[config.mk]
export PLATFORM = sky130hd
export DESIGN_NAME = seg7_scan_ctrl
export DESIGN_NICKNAME = d
export VERILOG_FILES = /design/src/rtl/seg7_pkg.sv /design/src/rtl/seg7_hex_decoder.sv /design/src/rtl/seg7_scan_ctrl.sv
export SDC_FILE = /design/constraint.sdc
export NUM_CORES = 1
export LEC_CHECK = 0
export ABC_AREA = 1
export CAP_MARGIN = 20
export CORE_MARGIN = 5
export CORE_UTILIZATION = 45
export CTS_BUF_LIST = sky130_fd_sc_hd__clkbuf_8
export CTS_CLUSTER_SIZE = 40
export DETAILED_ROUTE_END_ITERATION = 16
export DONT_BUFFER_PORTS = 1
export PLACE_DENSITY = 0.62
export SLEW_MARGIN = 20
export SYNTH_ARGS = -nofsm -noshare
export SYNTH_HDL_FRONTEND = slang
export SYNTH_SLANG_ARGS = --single-unit
[constraint.sdc]
create_clock -name clk -period 4 [get_ports clk]
set_input_delay 0.6 -clock clk [delete_from_list [all_inputs] [get_ports clk]]
set_output_delay 0.6 -clock clk [all_outputs]
set_load 0.02 [all_outputs]
[src/rtl/seg7_pkg.sv]
// Shared types and constants for the seven-segment scan controller.
// Font entries are active-low a..g with a in bit 6.
package seg7_pkg;

  typedef logic [3:0] nibble_t;

  localparam logic [6:0] SEG_OFF = 7'h7F;

  // Index n holds the glyph for hex digit n (entry 0 is the rightmost).
  localparam logic [15:0][6:0] FONT = {
    7'b0111000,  // F
    7'b0110000,  // E
    7'b1000010,  // d
    7'b0110001,  // C
    7'b1100000,  // b
    7'b0001000,  // A
    7'b0000100,  // 9
    7'b0000000,  // 8
    7'b0001111,  // 7
    7'b0100000,  // 6
    7'b0100100,  // 5
    7'b1001100,  // 4
    7'b0000110,  // 3
    7'b0010010,  // 2
    7'b1001111,  // 1
    7'b0000001   // 0
  };

endpackage

[src/rtl/seg7_hex_decoder.sv]
// Combinational hex nibble to active-low a..g segment pattern.
module seg7_hex_decoder
  import seg7_pkg::*;
(
  input  nibble_t    nib,
  output logic [6:0] seg
);

  assign seg = FONT[nib];

endmodule

[src/rtl/seg7_scan_ctrl.sv]
// Round-robin scanner for a multiplexed common-anode display: per-frame input
// snapshot, dead-time blank at each slot start, registered active-low pins.
module seg7_scan_ctrl
  import seg7_pkg::*;
#(
  parameter int CLK          = 100,
  parameter int DIGIT        = 4,
  parameter int SLOT_CYCLES  = CLK * 1000,
  parameter int BLANK_CYCLES = CLK
) (
  input  logic               clk,
  input  logic               rst,
  input  logic [4*DIGIT-1:0] value,
  input  logic [DIGIT-1:0]   dp,
  input  logic [DIGIT-1:0]   en,
  input  logic               lz_blank,
  output logic [7:0]         abcdefgh,
  output logic [DIGIT-1:0]   digit,
  output logic               frame_start
);

  localparam int CW = $clog2(SLOT_CYCLES);
  localparam int IW = (DIGIT > 1) ? $clog2(DIGIT) : 1;

  logic [CW-1:0]           cnt;
  logic [IW-1:0]           idx;
  logic [DIGIT-1:0][3:0]   sh_value;
  logic [DIGIT-1:0]        sh_dp;
  logic [DIGIT-1:0]        sh_en;
  logic                    sh_lz;
  logic                    slot_end;
  logic                    idx_last;
  logic                    frame_end;
  logic                    all_zero;
  logic [DIGIT-1:0]        lz_mask;
  nibble_t                 cur_nib;
  logic [6:0]              cur_seg;

  assign slot_end  = (cnt == CW'(SLOT_CYCLES - 1));
  assign idx_last  = (idx == IW'(DIGIT - 1));
  assign frame_end = slot_end && idx_last;
  assign cur_nib   = sh_value[idx];

  // Digit i blanks when it and every digit to its left hold zero; digit 0 never does.
  always_comb begin
    all_zero = 1'b1;
    lz_mask  = '0;
    for (int i = DIGIT - 1; i >= 0; i--) begin
      all_zero   = all_zero && (sh_value[i] == 4'h0);
      lz_mask[i] = sh_lz && all_zero && (i != 0);
    end
  end

  seg7_hex_decoder u_dec (
    .nib (cur_nib),
    .seg (cur_seg)
  );

  always_ff @(posedge clk) begin
    if (rst) begin
      cnt         <= '0;
      idx         <= '0;
      sh_value    <= '0;
      sh_dp       <= '0;
      sh_en       <= '0;
      sh_lz       <= 1'b0;
      abcdefgh    <= 8'hFF;
      digit       <= '1;
      frame_start <= 1'b0;
    end else begin
      cnt <= slot_end ? '0 : cnt + CW'(1);
      if (slot_end) idx <= idx_last ? '0 : idx + IW'(1);

      frame_start <= frame_end;
      if (frame_end) begin
        sh_value <= value;
        sh_dp    <= dp;
        sh_en    <= en;
        sh_lz    <= lz_blank;
      end

      // Disabled digits stay dark for the whole slot so the duty cycle is uniform.
      if ((cnt < CW'(BLANK_CYCLES)) || !sh_en[idx]) begin
        abcdefgh <= 8'hFF;
        digit    <= '1;
      end else begin
        abcdefgh <= {(lz_mask[idx] ? SEG_OFF : cur_seg), ~sh_dp[idx]};
        digit    <= ~(DIGIT'(1) << idx);
      end
    end
  end

endmodule

==> metrics.cfg, run 1 <==
[pwr]
p_leak_nw=1.42
power_w=0.00120
comb_power_share_pct=1.3
pwr-share-clk_pct=51.1
seqPwrFrac_pct=47.6
switching_power_w=0.000246
ir_drop_v=0.000239
internal_power_w=0.000955
power.density_mw_per_mm2=388
swShare_pct=20.5

[grt]
met2_usage_pct=21.9
grt_pass1_wl_mm=10.4
grt_max_degree=55
antenna_found_initial=0
overflow=0
gr-max-usage-layer=met2
track_usage_pct=15.5
grt_pass1_vias=2245
use_met3_pct=4.76
gr-usage-met1_pct=21.3

[layout]
antennaDiodeCount=0
nFillCells=650
drive_gt1_share_pct=8.09
layout_common_cells=nand2_1, dfxtp_1, nand3_1
nNetsFinal=441
final_common_cell=nand2_1
area_growth_pct=8.18
multi_input_area_mm2=0.00149
seqCellArea_mm2=0.00114

[worst_setup_path]
cpPeakStageDelay_ns=0.94
path_cells=ha_1, nand2_4, nand3_1, nand2_1
cp.arrival_ns=2.54
end_kind=flop
path_class=reg -> reg
slowest_stage=ha_1
critPathLaunchType=flop
critPathMaxFanout=28
critical_path_required_ns=4.23
ff2ff_setup_slack_ns=1.69

[sta]
fmax_mhz=433
fin_crit_ns=2.31
finalCritPeriodShare_pct=57.8
hold_violations=0
slew_headroom_pct=31.0
drv_slew=0
worst_pin_slew_ns=1.04
rsz0062_at_grt=false
finalSetupTns_ns=0
setup_viol=0
finalClockSkew_ns=0.00754

[logic_synthesis]
yosysSeqAreaShare_pct=39.9
synth_edf_count=0
synthArstFlopShare_pct=0
ys.flop_type=dfxtp_1
synthCells=408
ys_ff_latch=57
synth_simple_gate_area_share_pct=41.6
yosys.area_share.adder_pct=4.81
synthMuxAreaShare_pct=0
synthXorXnorAreaFrac_pct=1.84
synth.net_count=446
syn_area_mm2=0.00286
synthTopCellsByArea=dfxtp_1, nand2_1, nand3_1
synth_top_family_by_area=simple AND/OR/NAND/NOR gates
synth_top_area_share_pct=39.9
avgSynthCellArea_um2=7.01
synth-compound-area-share_pct=3.72
yosysUniqueCellTypes=27
ys_warn_count=0
yosysTopAreaCell=dfxtp_1

[routing]
antenna_left=0
dr.pass1.iters=4
drt_wl_total_mm=5.97
drc=0
wl_per_cell_um=12.3
drtIter0Drc=90
vias=2494
via_per_inst=5.14

[clocking]
cts_setup_buffers=0
cts-buffers-inserted=9
cts_hold_buf=0
clock_latency_ns=0.34
clock_path_buffers=2
cts_tree=built
clk_pin_slew_ns=0.07
cts_resized=0
htreeDepth=3
cts_root_buffer=clkbuf_8
cts_num_sinks=57

[place]
dp_hpwl_mm=4.24
gp_congestion=0.848
io_buffers=0

[die]
die_area_mm2=0.00805
die-height_um=89.7
num_io_pins=40
die_w_um=89.7
num_rows=29
start_util_pct=45.6
core-area_mm2=0.00628

[flow_run]
maxCapViolCount=0

[run_status]
status=finished, final reports clean

[worst_hold_path]
hp-class=in -> reg

==> synth_stat cells (2+ instances only) <==
cell type	n
nand2_1	120
dfxtp_1	57
nand3_1	51
nor2_1	42
inv_1	33
nand4_1	27
a21oi_1	11
ha_1	11
o21ai_0	7
nand3_2	6
nor3_1	6
xor2_1	6
buf_2	4
clkbuf_1	4
inv_2	4
buf_1	3
buf_4	3
buf_6	2
nor2_2	2
o21ai_1	2
==> worst paths after layout <==
kind                       endpoint                 from  cells after the start
max           sh_en[2]$_SDFFE_PP0P_  idx[0]$_SDFFE_PP0N_                      4
min          frame_start$_SDFF_PP0_                  rst                      1
max reg2reg   sh_en[2]$_SDFFE_PP0P_  idx[0]$_SDFFE_PP0N_                      4
min reg2reg       cnt[0]$_SDFF_PP0_    cnt[0]$_SDFF_PP0_                      1
==> critical path, delay by kind of cell (launching register included) <==
family | cells | cell delay (ns)
flops | 1 | 0.67
simple gates | 3 | 0.58
fa+ha+maj | 1 | 0.94
==> power by group through the flow <==
stage	Combinational (W)	Clock, W	Sequential [W]
floorplan	0.0000143	0	0.000584
global placement	0.0000159	0	0.000585
detailed placement	0.0000160	0	0.000585
CTS	0.0000160	0.000630	0.000572
global route	0.0000182	0.000655	0.000572
finish	0.0000160	0.000613	0.000572
==> metrics by stage <==
step / worst slack, ns / instance area, µm² / utilization, % / hold slack, ns / cells
after global routing: 1.40 / 3100 / 49.3 / 0.313 / 485
after global placement: 1.79 / 2870 / 45.7 / 0.430 / 469
after CTS: 1.66 / 3100 / 49.3 / 0.317 / 485
after detailed placement: 1.67 / 2870 / 45.7 / 0.444 / 469
after floorplan: 2.34 / 2860 / - / 0.418 / 408
final: 1.69 / 3100 / 49.3 / 0.333 / 485
==> registers in the layout (all words and copies together) (netlist names) <==
name / flops
sh_value: 16
digit: 4
idx: 2
abcdefgh: 8
frame_start: 1
cnt: 17
sh_lz: 1
sh_en: 4
sh_dp: 4
==> final cells by class <==
type | instances | area share (%)
tap | 77 | 3.11
multi-input combinational | 297 | 48.0
inverter | 38 | 4.61
sequential | 57 | 36.9
clock inverter | 5 | 2.51
clock buffer | 11 | 4.89
==> routing by layer <==
metal / wire, µm / share of wire (%)
met1: 3200 / 54
met2: 2350 / 39
met3: 307 / 5.1
met4: 117 / 2.0
met5: 0 / 0
==> cell families (layout without fill, tap and decap cells) <==
logic type,count (synthesis),in the layout
buf+inv,54,54
compound gates,21,21
xor+xnor,6,6
fa+ha+maj,11,11
flops,57,57
simple gates,259,259
Note: power is estimated with default switching activity, not from simulation.
==> inputs of run 2 (changes only) <==
- clock period: 4 -> 2.35 ns (I/O delays scaled with it)
==> run 2 against run 1 <==
Routed wire length is 0.35% higher. Power is 58% higher. Clock-buffer cell count stayed put. Clock skew is 0.0030 ns lower. Global-route usage is 0.33 points higher. Non-clock buffer count is 4 higher. Flip-flop and latch count stayed put. Via count is 0.20% higher. Sequential share of layout area hardly changed. Clock power is 47% higher. Critical path type unchanged.
==> metrics.cfg, run 2 (synthesis results as in run 1) <==
[clocking]
clk_pin_slew_ns=0.06  ; about the same
htreeDepth=3  ; unchanged
clock_path_buffers=2  ; unchanged
cts_hold_buf=0  ; unchanged
clock_latency_ns=0.33  ; about the same
cts_root_buffer=clkbuf_8
cts_resized=0  ; unchanged
cts_num_sinks=57  ; unchanged
cts-buffers-inserted=9  ; unchanged
cts_tree=built
cts_setup_buffers=0  ; unchanged

[layout]
antennaDiodeCount=0  ; unchanged
nNetsFinal=445  ; +0.91%
largest_reg_flops=17  ; unchanged
seqCellArea_mm2=0.00114  ; unchanged
regMostFlops=cnt
layout_common_cells=nand2_1, dfxtp_1, nand3_1
reg_top3=cnt x17, sh_value x16, abcdefgh x8
nFillCells=642  ; -1.2%
area_growth_pct=8.05
final_common_cell=nand2_1
multi_input_area_mm2=0.00149  ; unchanged
drive_gt1_share_pct=8.52  ; +0.43 points

[worst_setup_path]
path_class=reg -> reg
slowest_stage=dfxtp_1
ff2ff_setup_slack_ns=0.38  ; -1.31 ns
cpPeakStageDelay_ns=0.47  ; -0.47 ns
critPathLaunchType=flop
reg2reg_depth=12  ; +8
critical_path_required_ns=2.56  ; -1.67 ns
r2r_end=abcdefgh[7]$_SDFF_PP1_
cpMostUsedCell=nand2_1
cp.arrival_ns=2.18  ; -0.36 ns
timing.rr.start=idx[0]$_SDFFE_PP0N_
path_cells=inv_2, nand2_1, nand3_1, nand2_1, inv_1, ha_1, inv_1, nand3_1, nand3_1, nand2_1, inv_1, nand2_1
end_kind=flop
critPathMaxFanout=18  ; -36%

[place]
gp_congestion=0.864  ; +1.8%
dp_hpwl_mm=4.43  ; +4.4%
io_buffers=0  ; unchanged

[grt]
antenna_found_initial=0  ; unchanged
track_usage_pct=15.8  ; +0.33 points
overflow=0  ; unchanged
grt_pass1_wl_mm=10.7  ; +3.5%
grt_max_degree=51  ; -7.3%
grt_pass1_vias=2394  ; +6.6%

[sta]
fin_crit_ns=1.97  ; -0.341 ns
hold_violations=0  ; unchanged
slew_headroom_pct=66.4  ; +35 points
hold_ws_ns=0.0885  ; -0.244 ns
fmax_mhz=507  ; +17%
finalClockSkew_ns=0.00456  ; -0.00297 ns
worst_pin_slew_ns=0.502  ; -0.533 ns
drv_slew=0  ; unchanged
rsz0062_at_grt=false
setup_viol=0  ; unchanged
finalSetupTns_ns=0  ; unchanged
finalCritPeriodShare_pct=83.9  ; +26 points

[worst_hold_path]
whs_path_depth=1  ; unchanged
holdPathEnd=frame_start$_SDFF_PP0_
hp-class=in -> reg
hp-start=rst

[pwr]
power.density_mw_per_mm2=615  ; +58%
p_leak_nw=1.43  ; +0.86%
ir_drop_v=0.000395  ; +65%

[routing]
vias=2499  ; +0.20%
antenna_left=0  ; unchanged
drtIter0Drc=73  ; -19%
drt_wl_total_mm=5.99  ; +0.35%
wl_per_cell_um=12.3  ; -0.27%
drc=0  ; unchanged
via_per_inst=5.12  ; -0.42%
dr.pass1.iters=4  ; unchanged

[die]
start_util_pct=45.6  ; unchanged
num_io_pins=40  ; unchanged
num_rows=29  ; unchanged
die_w_um=89.7  ; unchanged
die_area_mm2=0.00805  ; unchanged
core-area_mm2=0.00628  ; unchanged
die-height_um=89.7  ; unchanged

[run_status]
status=finished, final reports clean

[flow_run]
maxCapViolCount=0  ; unchanged

## run 2: cell types whose count changed in the layout (fill, tap and decap cells not counted), sizes merged
| cell | change |
|---|---|
| buf | +4 |
| bufinv | -1 |
| inv | +1 |
| clkinvlp | -1 |
## run 2: final cells by class
| type | count | area share, % |
|---|---|---|
| clock buffer | 11 | 4.90 |
| clock inverter | 4 | 1.42 |
| sequential | 57 | 36.9 |
| tap | 77 | 3.12 |
| multi-input combinational | 297 | 48.1 |
| inverter | 38 | 4.61 |
| timing repair buffer | 4 | 0.971 |
## run 2: through the flow
step	utilization, %	power, W	worst slack, ns	cell area, µm²	std cells
CTS	49.3	0.00193	0.393	3090	488
detailed placement	46.1	0.00102	0.414	2900	473
global placement	46.1	0.00102	0.508	2900	473
floorplan	-	0.00102	0.687	2860	408
finish	49.3	0.00190	0.379	3090	488
global route	49.3	0.00199	0.139	3090	488
## run 2: worst max-delay path, delay by kind of cell, from the launching register on
| kind | cells | cell delay (ns) |
|---|---|---|
| fa+ha+maj | 1 | 0.26 |
| buf+inv | 4 | 0.45 |
| flops | 1 | 0.47 |
| simple gates | 7 | 0.69 |
## run 2: worst max path at each step
| stage | cells after the start | end | slack, ns | from |
|---|---|---|---|---|
| CTS | 12 | abcdefgh[7]$_SDFF_PP1_ | 0.39 | idx[0]$_SDFFE_PP0N_ |
| global route | 12 | abcdefgh[7]$_SDFF_PP1_ | 0.14 | idx[0]$_SDFFE_PP0N_ |
| finish | 12 | abcdefgh[7]$_SDFF_PP1_ | 0.38 | idx[0]$_SDFFE_PP0N_ |
| global placement | 12 | abcdefgh[7]$_SDFF_PP1_ | 0.51 | idx[0]$_SDFFE_PP0N_ |
| floorplan | 13 | abcdefgh[4]$_SDFF_PP1_ | 0.69 | idx[0]$_SDFFE_PP0N_ |
| detailed placement | 12 | abcdefgh[7]$_SDFF_PP1_ | 0.41 | idx[0]$_SDFFE_PP0N_ |
## run 2: layer usage
metal	up-vias	global-route usage, %	wire length, µm	part of all wire, %
met2	57	22.7	2440	41
met5	-	0	0	0
met3	11	5.68	352	5.9
met1	1106	21.7	3100	52
met4	0	5.92	100	1.7
li1	1325	-	-	-
## run 2: power by group
group | internal [W] | switching (W)
Clock | 0.000534 | 0.000366
Sequential | 0.000971 | 0.00000328
Combinational | 0.00000631 | 0.0000217
Total | 0.00151 | 0.000391
